`src/rtl/sipo_deserializer_if.sv`:
```
// Handshake/data bundle for sipo_deserializer: serial input side plus held-word output side.
interface sipo_deserializer_if #(
  parameter int WIDTH = 4,
  parameter int CNT_W = $clog2(WIDTH + 1)
);
  logic             serial_in;
  logic             bit_en;
  logic             frame_sync;
  logic             out_ready;
  logic [WIDTH-1:0] parallel_out;
  logic             out_valid;
  logic             overrun;
  logic [CNT_W-1:0] bit_count;
  logic             parity_err;

  modport master (
    output serial_in, bit_en, frame_sync, out_ready,
    input  parallel_out, out_valid, overrun, bit_count, parity_err
  );

  modport slave (
    input  serial_in, bit_en, frame_sync, out_ready,
    output parallel_out, out_valid, overrun, bit_count, parity_err
  );
endinterface

```
`src/rtl/sipo_deserializer.sv`:
```
// MSB-first serial-to-parallel receiver with valid/ready held word and sticky overrun.
// Optional even-parity bit after each word when PISO_RX_PARITY_EN is defined.
module sipo_deserializer #(
  parameter int WIDTH = 4,
  parameter int CNT_W = $clog2(WIDTH + 1)
) (
  input logic                clk,
  input logic                rst,
  sipo_deserializer_if.slave bus
);

  typedef enum logic {COLLECT = 1'b0, PARITY = 1'b1} state_t;

  localparam logic [CNT_W-1:0] LAST = CNT_W'(WIDTH - 1);

  state_t           state;
  logic [WIDTH-1:0] shift_reg;
  logic [WIDTH-1:0] hold_reg;
  logic [CNT_W-1:0] count;
  logic             valid;
  logic             ovr;
  logic             perr;

  logic [WIDTH-1:0] shifted;
  logic             word_done;
  logic [WIDTH-1:0] word_data;
  logic             word_perr;

  always_comb begin
    shifted = {shift_reg[WIDTH-2:0], bus.serial_in};
`ifdef PISO_RX_PARITY_EN
    // Data bits already sit in shift_reg; this edge carries the parity bit.
    word_done = bus.bit_en && !bus.frame_sync && (state == PARITY);
    word_data = shift_reg;
    word_perr = ^{shift_reg, bus.serial_in};
`else
    word_done = bus.bit_en && !bus.frame_sync && (state == COLLECT) && (count == LAST);
    word_data = shifted;
    word_perr = 1'b0;
`endif
  end

  always_ff @(posedge clk) begin
    if (rst) begin
      state     <= COLLECT;
      shift_reg <= '0;
      count     <= '0;
      hold_reg  <= '0;
      valid     <= 1'b0;
      ovr       <= 1'b0;
      perr      <= 1'b0;
    end else begin
      if (bus.frame_sync) begin
        state <= COLLECT;
        if (bus.bit_en) begin
          shift_reg <= {{(WIDTH-1){1'b0}}, bus.serial_in};
          count     <= CNT_W'(1);
        end else begin
          shift_reg <= '0;
          count     <= '0;
        end
      end else if (bus.bit_en) begin
        if (state == COLLECT) begin
          shift_reg <= shifted;
          if (count == LAST) begin
            count <= '0;
`ifdef PISO_RX_PARITY_EN
            state <= PARITY;
`endif
          end else begin
            count <= count + 1'b1;
          end
        end else begin
          state <= COLLECT;
        end
      end

      // A simultaneous transfer frees the holding register for the new word.
      if (word_done) begin
        if (!valid || bus.out_ready) begin
          hold_reg <= word_data;
          perr     <= word_perr;
          valid    <= 1'b1;
        end else begin
          ovr <= 1'b1;
        end
      end else if (valid && bus.out_ready) begin
        valid <= 1'b0;
      end
    end
  end

  assign bus.parallel_out = hold_reg;
  assign bus.out_valid    = valid;
  assign bus.overrun      = ovr;
  assign bus.bit_count    = count;
  assign bus.parity_err   = perr;

endmodule

```
`src/flat_wrapper.sv`:
```
// flat-port wrapper written by rule: the top's interface ports become plain ports
module sipo_deserializer_flat 
#(
  parameter int WIDTH = 4,
  parameter int CNT_W = $clog2(WIDTH + 1)
)
  (clk, rst, bus_serial_in, bus_bit_en, bus_frame_sync, bus_out_ready, bus_parallel_out, bus_out_valid, bus_overrun, bus_bit_count, bus_parity_err);
  sipo_deserializer_if #(.WIDTH(WIDTH), .CNT_W(CNT_W)) bus_i ();
  input logic clk;
  input logic rst;
  input wire logic [$bits(bus_i.serial_in)-1:0] bus_serial_in;
  input wire logic [$bits(bus_i.bit_en)-1:0] bus_bit_en;
  input wire logic [$bits(bus_i.frame_sync)-1:0] bus_frame_sync;
  input wire logic [$bits(bus_i.out_ready)-1:0] bus_out_ready;
  output wire logic [$bits(bus_i.parallel_out)-1:0] bus_parallel_out;
  output wire logic [$bits(bus_i.out_valid)-1:0] bus_out_valid;
  output wire logic [$bits(bus_i.overrun)-1:0] bus_overrun;
  output wire logic [$bits(bus_i.bit_count)-1:0] bus_bit_count;
  output wire logic [$bits(bus_i.parity_err)-1:0] bus_parity_err;
  assign bus_i.serial_in = bus_serial_in;
  assign bus_i.bit_en = bus_bit_en;
  assign bus_i.frame_sync = bus_frame_sync;
  assign bus_i.out_ready = bus_out_ready;
  assign bus_parallel_out = bus_i.parallel_out;
  assign bus_out_valid = bus_i.out_valid;
  assign bus_overrun = bus_i.overrun;
  assign bus_bit_count = bus_i.bit_count;
  assign bus_parity_err = bus_i.parity_err;
  sipo_deserializer #(.WIDTH(WIDTH), .CNT_W(CNT_W)) u_core (.clk(clk), .rst(rst), .bus(bus_i));
endmodule
```
`config.mk`:
```
export PLATFORM = sky130hd
export DESIGN_NAME = sipo_deserializer_flat
export DESIGN_NICKNAME = d
export VERILOG_FILES = /design/src/rtl/sipo_deserializer_if.sv /design/src/rtl/sipo_deserializer.sv /design/src/flat_wrapper.sv
export SDC_FILE = /design/constraint.sdc
export NUM_CORES = 1
export LEC_CHECK = 0
export CORE_AREA = 2 2 39 41
export DETAILED_ROUTE_END_ITERATION = 7
export DIE_AREA = 0 0 41 43
export HOLD_SLACK_MARGIN = 0.1
export PLACE_DENSITY = 0.78
export SETUP_SLACK_MARGIN = 0.02
export SLEW_MARGIN = 20
export SYNTH_ARGS = -nofsm -noshare
export SYNTH_HDL_FRONTEND = slang
export SYNTH_SLANG_ARGS = --single-unit
```
`constraint.sdc`:
```
create_clock -name clk -period 1.4 [get_ports clk]
set_clock_uncertainty 0.05 [all_clocks]
set_input_delay 0.28 -clock clk [delete_from_list [all_inputs] [get_ports clk]]
set_output_delay 0.28 -clock clk [all_outputs]
set_load 0.02 [all_outputs]
```
; After elaboration in Yosys (flattened, before gate mapping)
; Index checks and enable logic that the tools add are counted.
[totals]
in_bits = 6
latchBits = 0
out_inout_bits = 10
wordCells = 30
n_memories = 0
register_bits = 12
ram_bits = 0
mem_bits_ro = 0
[classes]
mul = 0
n_bitwise = 1
n_reduce_logical = 11
addsub = 1
magnitude_cmp = 0
eq_ne = 2
shift = 0
n_div = 0
n_mux = 10
[op_table]
columns = operator, n
row1 = $mux W3, 5
row2 = $reduce_and A2 Y1, 3
row3 = $mux W1, 5
row4 = $reduce_bool A2 Y1, 2
row5 = $add A3 B1 Y3 const B, 1
row6 = $eq A3 B2 Y1 const B, 1
row7 = $logic_and A1 B1 Y1, 3
row8 = $logic_not A1 Y1, 2
row9 = $ne A2 B2 Y1 const B, 1
row10 = $logic_or A1 B1 Y1, 1
row11 = $not A1 Y1, 1

; Longest topological paths before layout
; Gate-level depths: netlist of run 1.
[depth]
depth_word = 5
ltp_mapped = 4

; Least setup slack after synthesis of run 1
; OpenSTA, ideal clock, no wires.
[synth_timing]
path_type = register to register
from = reg u_core.count[0] (netlist: u_core.bus.bit_count[0])
to = reg u_core.hold_reg[0] (netlist: u_core.bus.parallel_out[0])
path_buffers = 0
synth_period_minus_slack_ps = 1294
setup_ps = 132
slack_ps = 106
stages_incl_launch_ff = 5
t_arrival_ps = 1111
t_required_ps = 1218
cell_sequence = dfxtp_1 > ha_1 > nand4bb_1 > o21ai_0 > a21oi_1
[synth_between]
elab_chain_cells = 3
[synth_rtl]
columns = item, line
row1 = "start, declared", sipo_deserializer.sv:19  ; logic [CNT_W-1:0] count;
row2 = "start signal, assigned", sipo_deserializer.sv:71  ; count <= count + 1'b1;
row3 = $eq A3 B2 Y1, sipo_deserializer.sv:37  ; word_done = bus.bit_en && !bus.frame_sync && (state == COLLECT) && (count == LAST);
row4 = $logic_and A1 B1 Y1, sipo_deserializer.sv:37
row5 = $reduce_and A2 Y1 (no line), -
row6 = "end signal, assigned", sipo_deserializer.sv:81  ; hold_reg <= word_data;
row7 = "end, declared", sipo_deserializer.sv:18  ; logic [WIDTH-1:0] hold_reg;
; Every way passes these cells.
; A chain may end at the register's enable or synchronous reset.

; Worst setup path after layout of run 1
[layout_timing]
from = reg u_core.count[0] (netlist: u_core.bus.bit_count[0])
to = reg u_core.hold_reg[2] (netlist: u_core.bus.parallel_out[2])
; The elaborated chain is that of the path after synthesis.

==> results.tsv, run 1 <==
stage	metric	value	unit
run_status	status	completed	
drt	wl on met1	519	µm
power	Comb pwr share	0.100	
logic_synthesis	mux share of post-synthesis cell area	0.0401	
logic_synthesis	Synth Area in Simple Gates	0.248	
drt	DR top layer	met3	
logic_synthesis	Post-Syn Instances	55	
die	die footprint	1760	µm²
worst_setup_path	CP startpoint	u_core.bus.bit_count[0]	
worst_setup_path	CP required	1.54	ns
logic_synthesis	average cell area after synthesis	9.08	µm²
worst_setup_path	CP Max Fanout	5	
cells_and_area	Layout Cell Area excl Fill	686	µm²
sta	unrepaired setup endpoints after global routing	yes	
cts	Root Buffer Master	clkbuf_4	
worst_setup_path	WP buf/inv	0	
worst_setup_path	WS Path Type	flop to flop	
cts	CTS Sinks	12	
cts	depth of the CTS H-tree	1	
logic_synthesis	synth unique cells	20	
logic_synthesis	main combinational cell family by area after synthesis	simple AND/OR/NAND/NOR gates	
cells_and_area	fill cell total of the finished layout	139	
global_route	largest net degree at the start of global routing	11	
drt	met2 wire length	583	µm
global_route	initial antenna violation count	0	
global_route	GRT Resource Usage Total	0.154	
worst_setup_path	ordered list of cells on the worst path	ha_2 -> and4bb_4 -> nand3_1 -> a21oi_1	
power	Peak VDD IR	0.000401	V
drt	Vias	464	
placed_design	DP Area	663	µm²
cells_and_area	P&R area growth vs syn	37.3	%
placed_design	GP Congestion	0.702	
die	Die Width	41	µm
placed_design	PortBufs	14	
die	overall die height	43	µm
global_route	first-pass GRT wire length	1850	µm
drt	Routed WL	1140	µm
hold_path	Hold Startpoint	u_core.bus.overrun	
logic_synthesis	Synth Register Bits	12	
die	core area	1380	µm²
power	sw frac	0.222	
cells_and_area	most common cell after layout, fill and taps aside	dfxtp_1	
sta	crit share post-route	0.927	
cells_and_area	max reg flops	4	
run	max-cap violations	0	
logic_synthesis	Post-Synth Adder-Cell Area	0.0251	
worst_setup_path	crit path DAT	1.44	ns
hold_path	worst min-delay path category	flop to flop	
drt	drt drc	0	
drt	wire length on met3	36	µm
logic_synthesis	Compound-Gate Fraction of Synth Area	0.153	
cts	CTS tree	built	
power	Pwr Total	612	µW
drt	number of routed nets with antenna violations	0	
cts	CTS clk-pin slew, worst paths	0.07	ns
cts	TritonCTS Buffers	3	
cells_and_area	Final #Nets	81	
cells_and_area	register area	240	µm²
worst_setup_path	CP max-delay cell	dfxtp_1	
placed_design	DP HPWL	803	µm
cts	Worst-Skew Late Latency	0.26	ns
worst_setup_path	Critical Path Source Type	flop	
cts	Max Root-Sink Buffers	2	
sta	# setup viols final	0	
die	Initial Util	0.361	
sta	count of pins over their slew limit	0	
cells_and_area	diodes inserted	0	
cells_and_area	most frequent cells in the layout	12 x dfxtp_1, 9 x a21oi_1, 7 x dlygate4sd2_1	
sta	worst hold slack	0.418	ns
sta	post-route minimum period	1.30	ns
logic_synthesis	syn_nets	62	
global_route	vias in the first global route	418	
sta	final hold vios	0	
die	Rows	14	
power	Static Leakage	0.278	nW
worst_setup_path	R2R Setup Slk	0.10	ns
drt	Initial DRC Count	29	
power	Clock Power Share	0.327	
die	num ports	16	
logic_synthesis	Post-Syn Area	499	µm²
global_route	GRT overflow	0	
logic_synthesis	XOR/XNOR share of the synthesized area	0	
logic_synthesis	yosys warns	0	
power	PwrDens	892	nW/µm²
logic_synthesis	sequential share of the synthesized area	0.481	
cts	setup bufs post-CTS	0	
power	Int Pwr	476	µW
drt	Vias/cell	5.27	
sta	Fmax	771	MHz
worst_setup_path	nature of the critical path endpoint	flop	
cells_and_area	final core utilization	0.495	
power	Seq pwr share	0.573	
power	Psw	136	µW
cells_and_area	multi-input logic area	255	µm²
worst_setup_path	Worst R2R Start	u_core.bus.bit_count[0]	
drt	routed len/inst	12.9	µm
worst_setup_path	CP top delay family	flip-flops	
cells_and_area	fraction of layout cells with a size suffix above 1	0.153	
drt	DRT Pass-1 Iters	4	
worst_setup_path	critical path's largest stage delay	0.40	ns
sta	setup_tns	0	ns
[metal layers]
| layer | GRT usage | up-vias |
|---|---|---|
| li1 | - | 232 |
| met4 | 0.0867 | 0 |
| met3 | 0.0314 | 0 |
| met1 | 0.210 | 221 |
| met2 | 0.216 | 11 |
| met5 | 0 | - |
[cells by family (layout without fill, tap and decap cells)]
| group | count (synthesis) | count (layout) |
|---|---|---|
| and+or+nand+nor | 20 | 20 |
| AOI/OAI and AO/OA | 15 | 15 |
| DFF | 12 | 12 |
| buffers and inverters | 4 | 21 |
| muxes | 2 | 2 |
| adders and majority gates | 1 | 1 |
| other | 1 | 1 |
[per-stage QoR]
step                instances  setup WS [ns]
finish                     88          0.103
global placement           85        -0.0457
global route               88        0.00845
floorplan                  55          0.106
detailed placement         85        -0.0811
CTS                        88         0.0321
[final cells by class]
cell class                      instances  area share
Timing Repair Buffer                   17       0.210
Sequential cell                        12       0.350
Tap cell                               16      0.0292
Multi-Input combinational cell         39       0.372
Clock buffer                            3      0.0328
Inverter                                1     0.00547
[final timing paths]
check        cells after the start                    endpoint
min                              2          u_core.bus.overrun
min reg2reg                      2          u_core.bus.overrun
max reg2reg                      4  u_core.bus.parallel_out[2]
max                              4  u_core.bus.parallel_out[2]
[synthesized netlist by cell type]
master	count	share of area
buf_4	2	0.030
and4bb_4	1	0.033
dfxtp_1	12	0.48
nor3b_1	1	0.015
nand3b_1	1	0.015
nor2_1	3	0.023
nor2b_1	2	0.025
inv_1	1	0.0075
nand2_1	1	0.0075
a31oi_1	1	0.013
nor3_1	3	0.030
ha_1	1	0.025
a21oi_1	9	0.090
o21ai_0	5	0.050
nand2b_1	3	0.038
clkbuf_1	1	0.0075
mux2i_1	2	0.040
nand4bb_1	1	0.023
conb_1	1	0.0075
nand3_1	4	0.040
[power by group through the flow]
stage	clock (mW)	combinational [mW]	sequential [mW]
detailed placement	0	0.0606	0.358
global placement	0	0.0595	0.358
floorplan	0	0.0270	0.361
finish	0.200	0.0612	0.351
global route	0.226	0.0671	0.351
CTS	0.208	0.0593	0.350
[worst min-delay path, stage by stage, from the launching register on]
cell and delay (ns):
dfxtp_1 0.32, a21oi_1 0.04, nor2_1 0.07
[what timing repair did]
item / CTS / global route
resized for setup: 9 / 8
hold buffers: 0 / 0
endpoints found under the setup margin: 9 / 6
Note: power is estimated with default switching activity, not from simulation.
==> run 2: changes to the inputs <==
--- a/config.mk
+++ b/config.mk
@@ -5,11 +5,13 @@
 export SDC_FILE = /design/constraint.sdc
 export NUM_CORES = 1
 export LEC_CHECK = 0
+export CAP_MARGIN = 30
 export CORE_AREA = 2 2 39 41
 export DETAILED_ROUTE_END_ITERATION = 7
 export DIE_AREA = 0 0 41 43
 export HOLD_SLACK_MARGIN = 0.1
 export PLACE_DENSITY = 0.78
+export RECOVER_POWER = 100
 export SETUP_SLACK_MARGIN = 0.02
 export SLEW_MARGIN = 20
 export SYNTH_ARGS = -nofsm -noshare
==> results.tsv, run 2 (synthesized netlist as in run 1, its figures left out) <==
stage	metric	value	unit
cells_and_area	final cell count without fillers	88	
global_route	initial antenna violation count	0	
cells_and_area	fraction of layout cells with a size suffix above 1	0.125	
worst_setup_path	R2R Setup Slk	0.1	ns
cts	depth of the CTS H-tree	1	
sta	Fmax	768	MHz
global_route	first-pass GRT wire length	1850	µm
worst_setup_path	nature of the critical path endpoint	flop	
cells_and_area	diodes inserted	0	
worst_setup_path	worst flop-to-flop path endpoint	u_core.bus.parallel_out[2]	
placed_design	PortBufs	14	
cts	PostCTS Resize Cnt	9	
cells_and_area	P&R area growth vs syn	36.3	%
placed_design	placed insts	85	
run	max-cap violations	0	
worst_setup_path	Worst R2R Start	u_core.bus.bit_count[0]	
worst_setup_path	CP max-delay cell	dlygate4sd3_1	
drt	Routed WL	1140	µm
cells_and_area	most common cell after layout, fill and taps aside	dfxtp_1	
die	overall die height	43	µm
global_route	largest net degree at the start of global routing	11	
drt	Vias/cell	5.35	
worst_setup_path	ordered list of cells on the worst path	dlygate4sd3_1 -> and4bb_4 -> nand3_1 -> a21oi_1	
hold_path	worst min-delay path category	flop to flop	
die	die footprint	1760	µm²
worst_setup_path	CP Max Fanout	5	
cts	TritonCTS Buffers	3	
worst_setup_path	Worst R2R Path Depth	4	
cells_and_area	Final #Nets	81	
placed_design	pre-CTS setup slack	-0.0811	ns
cells_and_area	most frequent cells in the layout	12 x dfxtp_1, 9 x a21oi_1, 7 x dlygate4sd2_1	
drt	routed len/inst	13.0	µm
placed_design	GP Congestion	0.702	
cts	CTS Sinks	12	
die	Rows	14	
sta	count of pins over their slew limit	0	
drt	Vias	471	
drt	drt drc	0	
cts	Worst-Skew Late Latency	0.26	ns
sta	post-route minimum period	1.30	ns
sta	# setup viols final	0	
hold_path	Hold Crit Endpoint	u_core.bus.overrun	
worst_setup_path	CP startpoint	bus_frame_sync	
sta	post-route setup slack	0.0985	ns
cells_and_area	Layout Cell Area excl Fill	681	µm²
global_route	vias in the first global route	418	
sta	crit share post-route	0.930	
sta	unrepaired setup endpoints after global routing	yes	
cts	CTS clk-pin slew, worst paths	0.06	ns
global_route	GRT Resource Usage Total	0.154	
worst_setup_path	Critical Path Source Type	input pin	
cts	CTS tree	built	
power	Peak VDD IR	0.000401	V
power	Static Leakage	0.271	nW
worst_setup_path	crit path DAT	1.44	ns
placed_design	DP HPWL	803	µm
cts	Max Root-Sink Buffers	2	
run_status	status	completed	
cts	setup bufs post-CTS	0	
sta	setup_tns	0	ns
drt	number of routed nets with antenna violations	0	
worst_setup_path	WS Path Type	input pin to flop	
drt	DRT Pass-1 Iters	4	
global_route	GRT overflow	0	
hold_path	hold path cells	2	
cts	Root Buffer Master	clkbuf_4	
die	core area	1380	µm²
die	Die Width	41	µm
power	PwrDens	895	nW/µm²
hold_path	Hold Startpoint	u_core.bus.overrun	
placed_design	DP Area	663	µm²
cts	CTS Hold Bufs	0	
sta	final hold vios	0	
worst_setup_path	CP required	1.54	ns
worst_setup_path	critical path's largest stage delay	0.57	ns
cells_and_area	max reg flops	4	
die	Initial Util	0.361	
drt	Initial DRC Count	29	
die	num ports	16	
run 2: final cells by class:
type                    count  area, µm²
clock buffers               3       22.5
multi-input cells          39        255
fillers                   139        703
inverters                   1       3.75
well taps                  16       20.0
repair buffers             17        139
flip-flops and latches     12        240
run 2: worst max path at each step:
stage,endpoint,slack (ns),cells after the start
global route,u_core.bus.parallel_out[2],0.009,4
finish,u_core.bus.parallel_out[2],0.1,4
global placement,u_core.bus.parallel_out[1],-0.05,4
detailed placement,u_core.bus.parallel_out[3],-0.08,4
CTS,bus_bit_count[2],0.03,1
floorplan,u_core.bus.parallel_out[0],0.11,4
run 2: where the power goes:
group	total [mW]	internal [mW]	switching, mW
Combinational	0.0588	0.0284	0.0304
Clock	0.200	0.0993	0.101
Sequential	0.351	0.346	0.00470
Total	0.609	0.474	0.136
run 2: through the flow:
stage	util	hold slack, ns	total power [mW]
after floorplan	-	0.309	0.388
after global placement	0.479	0.410	0.417
after detailed placement	0.479	0.408	0.419
after CTS	0.487	0.427	0.618
after global routing	0.492	0.448	0.642
final	0.492	0.418	0.609
run 2: worst max-delay path: cells and delay by family:
family	cells	cell delay (ns)
buffers and inverters	1	0.57
and+or+nand+nor	2	0.46
AOI/OAI and AO/OA	1	0.13
run 2: metal layers:
| metal | GRT usage | vias up | part of all wire |
|---|---|---|---|
| met2 | 0.216 | 13 | 0.50 |
| li1 | - | 232 | - |
| met5 | 0 | - | 0 |
| met3 | 0.0314 | 0 | 0.037 |
| met4 | 0.0867 | 0 | 0 |
| met1 | 0.210 | 226 | 0.46 |
==> run 3: changes to the inputs <==
--- a/config.mk
+++ b/config.mk
@@ -9,6 +9,7 @@
 export CORE_AREA = 2 2 39 41
 export DETAILED_ROUTE_END_ITERATION = 7
 export DIE_AREA = 0 0 41 43
+export GPL_TIMING_DRIVEN = 0
 export HOLD_SLACK_MARGIN = 0.1
 export PLACE_DENSITY = 0.78
 export RECOVER_POWER = 100
==> results.tsv, run 3 (synthesized netlist as in run 1, its figures left out) <==
stage	metric	value	unit
power	PwrDens	969	nW/µm²
cells_and_area	max reg flops	4	
cells_and_area	Final #Nets	81	
cts	Worst-Skew Late Latency	0.27	ns
worst_setup_path	crit path DAT	1.00	ns
cells_and_area	P&R area growth vs syn	41.6	%
power	Static Leakage	0.302	nW
worst_setup_path	WP buf/inv	1	
cts	CTS Hold Bufs	0	
cells_and_area	diodes inserted	0	
placed_design	placed insts	85	
die	overall die height	43	µm
die	Rows	14	
sta	crit share post-route	0.950	
cells_and_area	most common cell after layout, fill and taps aside	dfxtp_1	
worst_setup_path	critical path's largest stage delay	0.38	ns
die	num ports	16	
power	Clock Power Share	0.403	
die	Die Width	41	µm
global_route	GRT Resource Usage Total	0.123	
power	Seq pwr share	0.511	
cts	depth of the CTS H-tree	1	
placed_design	DP HPWL	689	µm
sta	post-route setup slack	0.0702	ns
sta	post-route minimum period	1.33	ns
cts	CTS Sinks	12	
die	core area	1380	µm²
placed_design	PortBufs	14	
sta	unrepaired setup endpoints after global routing	no	
cts	CTS clk-pin slew, worst paths	0.07	ns
placed_design	pre-CTS setup slack	-0.249	ns
worst_setup_path	ordered list of cells on the worst path	dlygate4sd2_1	
worst_setup_path	CP max-delay cell	dfxtp_1	
sta	# setup viols final	0	
cts	TritonCTS Buffers	3	
drt	DRT Pass-1 Iters	2	
die	die footprint	1760	µm²
worst_setup_path	Critical Path Source Type	flop	
power	Int Pwr	534	µW
drt	drt drc	0	
hold_path	worst min-delay path category	input pin to flop	
worst_setup_path	nature of the critical path endpoint	primary output	
cts	CTS tree	built	
cts	PostCTS Resize Cnt	9	
drt	number of routed nets with antenna violations	0	
placed_design	GP Congestion	0.727	
sta	count of pins over their slew limit	0	
global_route	largest net degree at the start of global routing	11	
run_status	status	completed	
global_route	initial antenna violation count	0	
drt	Initial DRC Count	7	
cts	Max Root-Sink Buffers	2	
drt	Routed WL	943	µm
power	sw frac	0.221	
cells_and_area	final cell count without fillers	89	
global_route	vias in the first global route	364	
sta	final hold vios	0	
worst_setup_path	WS Path Type	flop to primary output	
power	Psw	151	µW
worst_setup_path	CP top delay family	flip-flops	
drt	routed len/inst	10.6	µm
power	Comb pwr share	0.086	
die	Initial Util	0.361	
cells_and_area	most frequent cells in the layout	12 x dfxtp_1, 9 x a21oi_1, 9 x dlygate4sd2_1	
drt	Vias	432	
worst_setup_path	CP Max Fanout	4	
global_route	GRT overflow	0	
worst_setup_path	CP required	1.07	ns
cells_and_area	fraction of layout cells with a size suffix above 1	0.110	
run	max-cap violations	0	
cts	setup bufs post-CTS	0	
power	Peak VDD IR	0.000656	V
global_route	first-pass GRT wire length	1520	µm
cts	Root Buffer Master	clkbuf_4	
sta	Fmax	752	MHz
drt	Vias/cell	4.85	
## run 3: area by class of cell
cell class	count	area [µm²]
timing repair buffer	14	131
fill	141	677
buffer	3	22.5
sequential	12	240
inverter	1	3.75
tap	16	20.0
multi-input combinational	39	253
clock buffer	4	36.3
## run 3: metrics by stage
step	setup TNS [ns]	hold slack (ns)	cell area [µm²]	power, mW	util
finish	0	0.351	707	0.685	0.511
detailed placement	-1.20	0.408	659	0.416	0.476
global placement	-1.16	0.410	659	0.415	0.476
global route	0	0.375	707	0.709	0.511
floorplan	0	0.309	499	0.388	-
CTS	0	0.417	684	0.684	0.495
## run 3: power by group through the flow
stage / Sequential, mW / Clock, mW / Combinational [mW]
after CTS: 0.350 / 0.277 / 0.0568
after floorplan: 0.361 / 0 / 0.0270
after detailed placement: 0.358 / 0 / 0.0584
after global placement: 0.358 / 0 / 0.0575
after global routing: 0.351 / 0.294 / 0.0645
final: 0.350 / 0.276 / 0.0590
## run 3: final timing paths
path	start	end	slack (ns)	depth (start not counted)
min	bus_frame_sync	u_core.shift_reg[2]	0.35	2
max reg2reg	u_core.bus.bit_count[0]	u_core.bus.parallel_out[1]	0.12	4
max	u_core.bus.bit_count[0]	bus_bit_count[0]	0.07	1
min reg2reg	u_core.bus.bit_count[2]	u_core.bus.bit_count[2]	0.41	2
## run 3: routing by layer
layer	track usage	vias up	share of wire
met5	0	-	0
met4	0.0600	0	0.015
met3	0.0314	2	0.034
met2	0.153	8	0.42
met1	0.191	193	0.53
li1	-	229	-
==> patch (config.mk and constraints of run 1) <==
`WIDTH` is set to 4 in 3 places; all go to 2.
--- a/src/rtl/sipo_deserializer_if.sv
+++ b/src/rtl/sipo_deserializer_if.sv
@@ -1,6 +1,6 @@
 // Handshake/data bundle for sipo_deserializer: serial input side plus held-word output side.
 interface sipo_deserializer_if #(
-  parameter int WIDTH = 4,
+  parameter int WIDTH = 2,
   parameter int CNT_W = $clog2(WIDTH + 1)
 );
   logic             serial_in;
--- a/src/rtl/sipo_deserializer.sv
+++ b/src/rtl/sipo_deserializer.sv
@@ -1,7 +1,7 @@
 // MSB-first serial-to-parallel receiver with valid/ready held word and sticky overrun.
 // Optional even-parity bit after each word when PISO_RX_PARITY_EN is defined.
 module sipo_deserializer #(
-  parameter int WIDTH = 4,
+  parameter int WIDTH = 2,
   parameter int CNT_W = $clog2(WIDTH + 1)
 ) (
   input logic                clk,
--- a/src/flat_wrapper.sv
+++ b/src/flat_wrapper.sv
@@ -1,7 +1,7 @@
 // flat-port wrapper written by rule: the top's interface ports become plain ports
 module sipo_deserializer_flat 
 #(
-  parameter int WIDTH = 4,
+  parameter int WIDTH = 2,
   parameter int CNT_W = $clog2(WIDTH + 1)
 )
   (clk, rst, bus_serial_in, bus_bit_en, bus_frame_sync, bus_out_ready, bus_parallel_out, bus_out_valid, bus_overrun, bus_bit_count, bus_parity_err);
Ports: changed (resized bus_bit_count and bus_parallel_out); port bits go from 16 to 13. The function was not compared with the original's and may differ.
==> patch against run 1 <==
- combinational power is 12% higher
- largest cell class unchanged
- synthesized area fell by 39%
- register-to-register slack improved by 0.17 ns
- setup slack better by 0.055 ns
- cell count shrank 23%
- sequential cell count decreased by 5
- global-route usage down 6.3 points
- count of clock-buffer cells in the layout up 1
- sequential power down 41%
- critical path type is now primary input to register
- power is 25% lower
- final area is 28% lower
- highest routed layer unchanged
- wire length fell by 44%
==> patch: results (changes against run 1) <==
| Metric | Value |
|---|---|
| Hold Path Origin | `u_core.bus.parallel_out[0] (was u_core.bus.overrun)` |
| Share of cells above drive strength 1 | `25.0% (was 15.3%)` |
| Final Non-Filler Cells | `68 (was 88)` |
| CP Max Fanout | `4 (was 5)` |
| DP Worst Slack | `-0.103 ns (was -0.0811 ns)` |
| Number of global-route vias before repair | `264 (was 418)` |
| Crit-path leading delay family | `buffers and inverters (was flip-flops)` |
| Commonest cells in the netlist | `dfxtp_1 (7), nor2_1 (6), nand2b_1 (4) (was dfxtp_1 (12), a21oi_1 (9), o21ai_0 (5))` |
| Status | `finished clean (unchanged)` |
| Placed cells | `64 (was 85)` |
| First-pass GRT wire length | `1.02 mm (was 1.85 mm)` |
| R2r setup slk | `0.27 ns (was 0.10 ns)` |
| Detailed placer's ending HPWL | `488 µm (was 803 µm)` |
| Worst vdd ir | `0.595 mV (was 0.401 mV)` |
| Switching Share | `22.9% (was 22.2%)` |
| Largest net degree at the start of global routing | `8 (was 11)` |
| CP peak stage delay | `0.51 ns (was 0.40 ns)` |
| DR iter-0 viols | `2 (was 29)` |
| Placer Congestion | `0.789 (was 0.702)` |
| Reg-to-reg endpoint | `u_core.bus.parallel_out[0] (was u_core.bus.parallel_out[2])` |
| Sequential fraction of the synthesis area | `45.7% (was 48.1%)` |
| Max stage delay cell, worst path | `clkdlybuf4s50_1 (was dfxtp_1)` |
| Syn_nets | `38 (was 62)` |
| Vias per cell | `4.07 (was 5.27)` |
| Clock edge transition at the registers on the reported setup and hold paths | `0.05 ns (was 0.07 ns)` |
| Number of port buffers | `11 (was 14)` |
| Top cells by area, synth | `dfxtp_1 (46%), nand2b_1 (8.2%), nor2_1 (7.3%) (was dfxtp_1 (48%), a21oi_1 (9.0%), o21ai_0 (5.0%))` |
| GRT Overall Usage | `9.05% (was 15.4%)` |
| Nets | `59 (was 81)` |
| DR WL/cell | `9.34 µm (was 12.9 µm)` |
| 1st-pass router iterations | `4 (unchanged)` |
| CP arrival | `1.37 ns (was 1.44 ns)` |
## patch: timing repair
item	CTS	global route
resized for setup	6	0
hold endpoints to repair	0	0
hold buffers	0	0
endpoints found under the setup margin	6	0
## patch: final cells by class
cell class / instances / area [µm²]
well taps: 16 / 20.0
multi-input cells: 23 / 155
flip-flops and latches: 7 / 140
clock buffers: 4 / 26.3
repair buffers: 18 / 155
fillers: 158 / 887
## patch: power by group through the flow
stage | Clock (W) | Sequential [W] | Combinational [W]
floorplan | 0 | 0.000218 | 0.0000251
global placement | 0 | 0.000212 | 0.0000703
detailed placement | 0 | 0.000212 | 0.0000713
CTS | 0.000187 | 0.000207 | 0.0000690
global route | 0.000205 | 0.000208 | 0.0000747
finish | 0.000180 | 0.000207 | 0.0000683
## patch: worst max-delay path by stage
stage	startpoint	endpoint	slack, ns	cells past startpoint
floorplan	u_core.bus.bit_count[0]	u_core.bus.parallel_out[0]	0.25	3
global placement	bus_frame_sync	u_core.bus.parallel_out[0]	-0.07	3
detailed placement	bus_frame_sync	u_core.bus.parallel_out[0]	-0.10	3
CTS	bus_frame_sync	u_core.bus.parallel_out[0]	0.14	3
global route	bus_frame_sync	u_core.bus.parallel_out[0]	0.1	3
finish	bus_frame_sync	u_core.bus.parallel_out[0]	0.16	3
## patch: metrics by stage
stage | cell area (µm²) | hold slack [ns]
after floorplan | 307 | 0.371
after global placement | 478 | 0.410
after detailed placement | 478 | 0.422
after CTS | 497 | 0.428
after global routing | 497 | 0.458
final | 497 | 0.418
## patch: cells by family (layout without fill, tap and decap cells)
group,Yosys count,count (layout),share of synthesized area [%]
buffers and inverters,2,22,3.67
and+or+nand+nor,16,16,33.5
DFF,7,7,45.7
other,1,1,1.22
xor gates and xnor gates,1,1,2.86
muxes,2,2,6.53
AOI/OAI and AO/OA,3,3,6.53
## patch: layer usage
| layer | part of all wire, % | vias to the layer above | global-route usage (%) |
|---|---|---|---|
| met5 | 0 | - | 0 |
| met4 | 0 | 0 | 4.00 |
| met3 | 9.9 | 0 | 6.28 |
| met2 | 45 | 11 | 13.1 |
| met1 | 45 | 122 | 9.71 |
| li1 | - | 144 | - |
## patch: tightest hold or removal path: cells and delay by family, from the launching register on
kind             cells  cell delay (ns)
flip-flops           1             0.30
AND/OR/NAND/NOR      1             0.06
multiplexers         1             0.06
